$ cat src/rtl/router_sync_pkg.sv
// Shared router definitions: default timeout, timer width and destination address encodings.
// Used by router_sync and its per-channel timers.
package router_sync_pkg;

  localparam int TIMEOUT_DEF = 30;
  localparam int TIMER_W     = 5;

  typedef enum logic [1:0] {
    ADDR_P0  = 2'd0,
    ADDR_P1  = 2'd1,
    ADDR_P2  = 2'd2,
    ADDR_INV = 2'd3
  } addr_e;

endpackage

$ cat src/rtl/router_sync_timer.sv
// Per-channel unread-data watchdog: pulses soft_reset for one cycle after
// TIMEOUT consecutive edges with data valid and no read.
module router_sync_timer
  import router_sync_pkg::*;
#(
  parameter int TIMEOUT = TIMEOUT_DEF
) (
  input  logic clock,
  input  logic resetn,
  input  logic vld,
  input  logic rd,
  output logic soft_reset
);

  logic [TIMER_W-1:0] r_cnt;
  logic               r_soft_reset;

  // A read on the expiry edge cancels the pulse: the idle/read branch has priority.
  always_ff @(posedge clock or negedge resetn) begin
    if (!resetn) begin
      r_cnt        <= '0;
      r_soft_reset <= 1'b0;
    end else if (!vld || rd) begin
      r_cnt        <= '0;
      r_soft_reset <= 1'b0;
    end else if (r_cnt == TIMER_W'(TIMEOUT - 1)) begin
      r_cnt        <= '0;
      r_soft_reset <= 1'b1;
    end else begin
      r_cnt        <= r_cnt + TIMER_W'(1);
      r_soft_reset <= 1'b0;
    end
  end

  assign soft_reset = r_soft_reset;

endmodule

$ cat src/rtl/router_sync.sv
// Router synchronizer: latches the packet destination, steers FIFO writes,
// reports per-port valid and flushes FIFOs whose data sits unread too long.
module router_sync
  import router_sync_pkg::*;
#(
  parameter int TIMEOUT = TIMEOUT_DEF
) (
  input  logic       clock,
  input  logic       resetn,
  input  logic       detect_add,
  input  logic [1:0] data_in,
  input  logic       write_enb_reg,
  input  logic       read_enb_0,
  input  logic       read_enb_1,
  input  logic       read_enb_2,
  input  logic       full_0,
  input  logic       full_1,
  input  logic       full_2,
  input  logic       empty_0,
  input  logic       empty_1,
  input  logic       empty_2,
  output logic [2:0] write_enb,
  output logic       fifo_full,
  output logic       vld_out_0,
  output logic       vld_out_1,
  output logic       vld_out_2,
  output logic       soft_reset_0,
  output logic       soft_reset_1,
  output logic       soft_reset_2
);

  addr_e r_addr;

  // Header capture takes effect next cycle, so a concurrent write uses the old address.
  always_ff @(posedge clock or negedge resetn) begin
    if (!resetn)
      r_addr <= ADDR_P0;
    else if (detect_add)
      r_addr <= addr_e'(data_in);
  end

  always_comb begin
    write_enb = 3'b000;
    fifo_full = 1'b0;
    case (r_addr)
      ADDR_P0: begin
        write_enb = write_enb_reg ? 3'b001 : 3'b000;
        fifo_full = full_0;
      end
      ADDR_P1: begin
        write_enb = write_enb_reg ? 3'b010 : 3'b000;
        fifo_full = full_1;
      end
      ADDR_P2: begin
        write_enb = write_enb_reg ? 3'b100 : 3'b000;
        fifo_full = full_2;
      end
      default: begin
        write_enb = 3'b000;
        fifo_full = 1'b0;
      end
    endcase
  end

  assign vld_out_0 = ~empty_0;
  assign vld_out_1 = ~empty_1;
  assign vld_out_2 = ~empty_2;

  router_sync_timer #(.TIMEOUT(TIMEOUT)) u_timer_0 (
    .clock      (clock),
    .resetn     (resetn),
    .vld        (vld_out_0),
    .rd         (read_enb_0),
    .soft_reset (soft_reset_0)
  );

  router_sync_timer #(.TIMEOUT(TIMEOUT)) u_timer_1 (
    .clock      (clock),
    .resetn     (resetn),
    .vld        (vld_out_1),
    .rd         (read_enb_1),
    .soft_reset (soft_reset_1)
  );

  router_sync_timer #(.TIMEOUT(TIMEOUT)) u_timer_2 (
    .clock      (clock),
    .resetn     (resetn),
    .vld        (vld_out_2),
    .rd         (read_enb_2),
    .soft_reset (soft_reset_2)
  );

endmodule

$ cat config.mk
export PLATFORM = sky130hd
export DESIGN_NAME = router_sync
export DESIGN_NICKNAME = d
export VERILOG_FILES = /design/src/rtl/router_sync_pkg.sv /design/src/rtl/router_sync_timer.sv /design/src/rtl/router_sync.sv
export SDC_FILE = /design/constraint.sdc
export NUM_CORES = 1
export LEC_CHECK = 0
export CAP_MARGIN = 20
export CORE_MARGIN = 2
export CORE_UTILIZATION = 45
export CTS_CLUSTER_SIZE = 12
export DETAILED_ROUTE_END_ITERATION = 10
export PLACE_DENSITY = 0.76
export SYNTH_ARGS = -nofsm -noshare
export SYNTH_HDL_FRONTEND = slang
export SYNTH_SLANG_ARGS = --single-unit
$ cat constraint.sdc
create_clock -name clock -period 1.2 [get_ports clock]
set_input_delay 0.36 -clock clock [delete_from_list [all_inputs] [get_ports clock]]
set_output_delay 0.36 -clock clock [all_outputs]
set_load 0.02 [all_outputs]
==> results of run 1 <==
[final cells by class]
| class | count | area [um2] |
|---|---|---|
| multi-input cells | 57 | 374.1 |
| fillers | 167 | 670.6 |
| flip-flops and latches | 20 | 503.0 |
| inverters | 6 | 22.52 |
| well taps | 27 | 33.78 |
| repair buffers | 28 | 275.3 |
| clock buffers | 3 | 22.52 |
[state kept, by name (all words and copies together), names as in the netlist]
register	cells
u_timer_1.r_cnt	5
r_addr	2
u_timer_0.r_cnt	5
u_timer_1.soft_reset	1
u_timer_2.r_cnt	5
u_timer_0.soft_reset	1
u_timer_2.soft_reset	1
[synthesized netlist by cell type]
cell type / count / area (um2)
nand3_1: 6 / 30.03
xor2_1: 6 / 52.55
nor2_1: 19 / 71.32
and3b_1: 1 / 8.760
mux2i_1: 1 / 10.01
o21ai_1: 1 / 5.000
dfrtp_1: 20 / 500.5
nand2_1: 4 / 15.01
xnor2_1: 3 / 26.28
inv_1: 6 / 22.52
nand4_1: 3 / 18.77
nor3b_1: 1 / 7.510
mux2_2: 2 / 22.52
nand3b_1: 1 / 7.510
ha_1: 6 / 75.07
nor3_1: 3 / 15.01
[routing by layer]
| metal | global-route usage (%) | up-vias | routed length (um) |
|---|---|---|---|
| met4 | 7.143 | 0 | 14 |
| met1 | 18.80 | 322 | 696 |
| li1 | - | 338 | - |
| met5 | 0 | - | 0 |
| met3 | 3.704 | 2 | 63 |
| met2 | 31.25 | 15 | 848 |
[worst paths after layout]
kind	start	end	depth (start not counted)
max	r_addr[0]	fifo_full	3
min	resetn	u_timer_1.r_cnt[1]	2
max reg2reg	u_timer_2.r_cnt[0]	u_timer_2.r_cnt[2]	4
min reg2reg	u_timer_2.r_cnt[0]	u_timer_2.r_cnt[0]	1
max in group asynchronous	resetn	r_addr[0]	2
min in group clock	empty_0	u_timer_0.soft_reset	3
[cell usage in the layout (no fill, tap or decap), types with 2 or more instances in the layout]
cell type	Yosys	final
xor2_1	6	6
inv_1	6	6
xnor2_1	3	3
mux2_2	2	2
nand4_1	3	3
nor2_1	19	19
buf_4	0	7
clkdlybuf4s50_1	0	10
nand3_1	6	6
dlygate4sd2_1	0	4
dfrtp_2	0	2
buf_6	0	6
dfrtp_1	20	18
ha_1	6	6
nand2_1	4	4
nor3_1	3	3
clkbuf_4	0	3
[stage by stage]
stage               setup TNS (ns)  power (mW)
floorplan                        0      0.7884
finish                      -1.017       1.202
CTS                         -1.081       1.219
global placement            -6.803      0.9046
global route                -1.324       1.271
detailed placement          -7.336      0.9117
[critical path, cell delays in order (launching register included)]
cell	delay (ns)
dfrtp_2	0.44
mux2i_1	0.23
o21ai_2	0.07
buf_6	0.12
[power breakdown]
part / switching, mW / leakage (nW) / internal (mW)
Clock: 0.194 / 0.0138 / 0.117
Sequential: 0.0212 / 0.270 / 0.691
Combinational: 0.0793 / 0.305 / 0.100
Total: 0.294 / 0.588 / 0.908
[cell families after synthesis]
| group | Yosys count |
|---|---|
| adder cells (fa/ha/maj) | 6 |
| AO/OA/AOI/OAI | 1 |
| buffers and inverters | 6 |
| AND/OR/NAND/NOR | 38 |
| flip-flops | 20 |
| XOR/XNOR | 9 |
| multiplexers | 3 |
[repair_timing]
action / in CTS / in global routing
hold buffers: 0 / 0
endpoints found under the setup margin: 10 / 7
pin swaps: 1 / 0
buffers inserted: 0 / 0
resized for setup: 55 / 7
gates cloned: 0 / 0
endpoints found under the hold margin: 0 / 0
==> summary.txt, run 1 <==
Clock tree
  – Clock net sink count: 20
  – CTS max path bufs: 2
  – Root buf cell: clkbuf_4
  – Clock buffer count from CTS: 3
  – Clk slew on worst S/H paths: approximately 0.11 ns
  – TritonCTS clock tree: done
  – CTS H-tree depth: 1
  – Clock Latency Late Sink: 0.29 ns

Logic synthesis
  – Avg Inst Size Synth: 10.70 um2
  – Mapped Cells: 83
  – Main combinational cell family by area after synthesis: simple AND/OR/NAND/NOR gates
  – Syn_nets: 104
  – Synth Area in Compound Gates: 0.5634%
  – Seq/Total Area, Yosys: 56.34%
  – Post-Synth XOR/XNOR Area: between 8 and 9%
  – Ys Warns: 0
  – #FFs+latches synth: 20
  – Simple-Gate Fraction of Synth Area: between 10% and 20%
  – Synth Area in Adders: about 8.5%
  – Mapped Area: a little under 900 um2
  – Netlist cell types: 16
  – Mux cell area share after synthesis: under 10%

Run status
  – Failing checks: negative setup slack
  – Status: finished with violations

Cells and area
  – Layout cell share with drive strength beyond 1: between 20% and 30%
  – Finished Core Util: 64.74%
  – Final net count: 137
  – P&R area growth vs syn: 38.59%
  – Final non-filler cell total: 141
  – Design area: about 0.0012 mm2
  – Antenna cells: 0

Placed design
  – Placed insts: ~140
  – # port buffers: 24
  – Worst slack, placed: -0.7831 ns
  – Placed inst area: between 0.001 and 0.0015 mm2
  – Final RePlAce weighted congestion: 0.6630
  – Post-DP HPWL: 1262 um

Detailed routing
  – Final ANT Viol Nets: 0
  – Vias: ~680
  – Final Routed Wirelength: 1623 um
  – Iteration-0 DRC Markers: 2
  – Drt pass-1 iters: 4
  – Vias per cell: 4.801
  – DR WL/cell: between 10 and 15 um
  – Number of remaining DRC errors: 0

STA
  – Slew @ Worst Pin: 0.2001 ns
  – WHS: ~0.39 ns
  – Final Hold Viols: 0
  – Setup slack after layout: -0.3083 ns
  – Highest clock rate: ~0.66 GHz
  – Final min period: 1.508 ns
  – Fin. max-slew vios: 0
  – RSZ-0062 raised after global routing: true
  – Endpoints failing setup: 4
  – Slew HR: 86.56%
  – Final Skew: about 0.0012 ns
  – Final period util: 125.7%

Floorplan
  – Core area: approximately 0.0019 mm2
  – Die Span Y: 48.43 um
  – # IOs: 25
  – Initial Util: 46.71%
  – Core Rows: 16
  – Full die area: 0.002345 mm2
  – DIE WIDTH: ~48 um

Global route
  – GRT Total Usage: roughly 17%
  – Largest net degree at the start of global routing: 21
  – Grt ovf: 0
  – First-pass GRT wire length: ~3100 um
  – Initial antenna violation count: 0
  – Vias in the first global route: 728

Setup path
  – Worst Setup Path Type: flip-flop to primary output
  – Critical path data arrival time: roughly 1.2 ns
  – Register-to-Register Setup Slack: approximately 0.11 ns
  – CP Max Fanout: 6
  – Crit path required time: between 0.8 and 0.9 ns
  – Crit. End Element: primary output
  – Critical path launch point type: flip-flop

Pwr
  – Leakage: a little under 0.6 nW
  – Worst VDD drop: approximately 0.00060 V
  – Power per cell area: ~980 mW/mm2

Worst hold path
  – Worst min path class: input pin to asynchronous set/reset pin

Flow run
  – Max Cap Viol: 0
Note: power is estimated with default switching activity, not from simulation.
==> run 2, diff against run 1 <==
==> constraint.sdc (replaced) <==
create_clock -name clock -period 1.64 [get_ports clock]
set_input_delay 0.492 -clock clock [delete_from_list [all_inputs] [get_ports clock]]
set_output_delay 0.492 -clock clock [all_outputs]
set_load 0.02 [all_outputs]
==> summary.txt, run 2 (synthesis gave the netlist of run 1 again) <==
Run status
  – Status: finished with violations (unchanged)
  – Failing checks: negative setup slack (unchanged)

Cells and area
  – Commonest non-fill, non-tap cell in the layout: nor2_1 (unchanged)
  – Layout cell share with drive strength beyond 1: 17.39% (was 20.18%)
  – Commonest non-fill, non-tap cells in the layout: nor2_1, dfrtp_1, dlygate4sd2_1 (was nor2_1, dfrtp_1, clkdlybuf4s50_1)
  – Design area: 0.001230 mm2 (was 0.001231 mm2)
  – Finished Core Util: 64.67% (was 64.74%)
  – Largest regs: u_timer_0.r_cnt: 5 flops, u_timer_1.r_cnt: 5 flops, u_timer_2.r_cnt: 5 flops (unchanged)
  – Final net count: 137 (unchanged)
  – Antenna cells: 0 (unchanged)
  – P&R area growth vs syn: 38.45% (was 38.59%)
  – Final non-filler cell total: 142 (was 141)

STA
  – Setup TNS: -0.02587 ns (was -1.017 ns)
  – Fin. max-slew vios: 0 (unchanged)
  – Slew HR: 83.20% (was 86.56%)
  – Final period util: 101.6%
  – Highest clock rate: ~0.60 GHz
  – Final Hold Viols: 0 (unchanged)
  – WHS: 0.5018 ns (was 0.3916 ns)
  – Slew @ Worst Pin: 0.2520 ns (was 0.2001 ns)
  – Final Skew: 0.001735 ns (was 0.001192 ns)
  – Setup slack after layout: -0.02587 ns (was -0.3083 ns)
  – Final min period: approximately 1.7 ns
  – Endpoints failing setup: 1 (was 4)
  – RSZ-0062 raised after global routing: true (unchanged)

Setup path
  – Crit path required time: 1.15 ns (was 0.84 ns)
  – Crit-path cells: mux2i_1 > o21ai_1 > buf_4 (was mux2i_1 > o21ai_2 > buf_6)
  – CP Max Fanout: 6 (unchanged)
  – Critical path data arrival time: 1.17 ns (was 1.15 ns)
  – Critical Path Max Stage Delay: 0.44 ns (about the same)
  – Worst Setup Path Type: flip-flop to primary output (unchanged)
  – Slowest-stage cell, CP: dfrtp_2 (unchanged)
  – Critical path launch point type: flip-flop (unchanged)
  – Crit. End Element: primary output (unchanged)

Flow run
  – Max Cap Viol: 0 (unchanged)

Detailed routing
  – DR WL/cell: 11.96 um (was 11.51 um)
  – Vias: 663 (was 677)
  – Final Routed Wirelength: 1699 um (was 1623 um)
  – Number of remaining DRC errors: 0 (unchanged)
  – Iteration-0 DRC Markers: 3 (was 2)
  – Final ANT Viol Nets: 0 (unchanged)
  – Vias per cell: 4.669 (was 4.801)
  – Drt pass-1 iters: 3 (was 4)

Worst hold path
  – Worst min path class: flip-flop to flip-flop (was input pin to asynchronous set/reset pin)

Global route
  – Vias in the first global route: 722 (was 728)
  – Initial antenna violation count: 0 (unchanged)
  – First-pass GRT wire length: 3222 um (was 3125 um)
  – GRT Total Usage: 18.07% (was 16.96%)
  – Grt ovf: 0 (unchanged)
  – Largest net degree at the start of global routing: 21 (unchanged)

Clock tree
  – Clk slew on worst S/H paths: 0.11 ns (about the same)
  – Root buf cell: clkbuf_4 (unchanged)
  – CTS H-tree depth: 1 (unchanged)
  – Clock Latency Late Sink: 0.30 ns (was 0.29 ns)
  – Clock net sink count: 20 (unchanged)
  – Clock buffer count from CTS: 3 (unchanged)
  – Hold-fix buffers at CTS: 0 (unchanged)
  – Post-CTS setup buffers: 0 (unchanged)
  – CTS max path bufs: 2 (unchanged)
  – TritonCTS clock tree: done (unchanged)

Floorplan
  – Die Span Y: 48.43 um (unchanged)
  – Core area: 0.001902 mm2 (unchanged)
  – # IOs: 25 (unchanged)
  – DIE WIDTH: 48.43 um (unchanged)
  – Initial Util: 46.71% (unchanged)
  – Full die area: 0.002345 mm2 (unchanged)
  – Core Rows: 16 (unchanged)

Placed design
  – Worst slack, placed: -0.6535 ns (was -0.7831 ns)
  – Placed inst area: 0.001192 mm2 (was 0.001214 mm2)
  – Placed insts: 138 (unchanged)
  – # port buffers: 24 (unchanged)
  – Post-DP HPWL: 1310 um (was 1262 um)
  – Final RePlAce weighted congestion: 0.7169 (was 0.6630)

Pwr
  – Leakage: 0.6058 nW (was 0.5885 nW)
  – Worst VDD drop: 0.0005412 V (was 0.0005968 V)
  – Power per cell area: 846.9 mW/mm2 (was 976.6 mW/mm2)
  – Tot Pwr: 1.042 mW (was 1.202 mW)
## run 2: layout make-up
type | count | area, um2
Inverter | 6 | 22.52
Fill cell | 161 | 671.9
Multi-Input combinational cell | 57 | 370.4
Timing Repair Buffer | 28 | 247.7
Sequential cell | 20 | 503.0
Tap cell | 27 | 33.78
Clock buffer | 3 | 22.52
Clock inverter | 1 | 30.03
## run 2: worst paths after layout
kind,from,to,slack (ns),cells after the start
hold reg to reg,u_timer_0.r_cnt[0],u_timer_0.r_cnt[0],0.50,1
max in group asynchronous,resetn,r_addr[0],0.91,2
hold / removal,u_timer_0.r_cnt[0],u_timer_0.r_cnt[0],0.50,1
setup / recovery,r_addr[0],fifo_full,-0.03,3
min in group asynchronous,resetn,u_timer_1.r_cnt[1],0.51,2
setup reg to reg,u_timer_0.r_cnt[0],u_timer_0.r_cnt[4],0.54,4
## run 2: worst max-delay path, delay by kind of cell (launching register included)
kind | cells | cell delay, ns
flip-flops | 1 | 0.44
buffers and inverters | 1 | 0.15
AO/OA/AOI/OAI | 1 | 0.07
multiplexers | 1 | 0.22
## run 2: what timing repair did
action                     CTS  global route
pin swaps                    1             2
hold endpoints to repair     0             0
cloned                       0             0
gates resized for setup     48             3
setup endpoints to repair   10             4
## run 2: layer usage
layer | global-route usage, % | up-vias | share of wire, %
met4 | 10.00 | 0 | 1.2
met2 | 31.48 | 18 | 52
met3 | 3.704 | 2 | 3.2
met1 | 20.79 | 311 | 43
met5 | 0 | - | 0
li1 | - | 332 | -
## run 2: report_power, final
group          total (mW)  internal, mW  switching (mW)  leakage [nW]
registers           0.521         0.506          0.0154         0.270
clock network       0.399         0.247           0.153        0.0279
logic               0.121        0.0648          0.0564         0.308
total                1.04         0.817           0.224         0.606
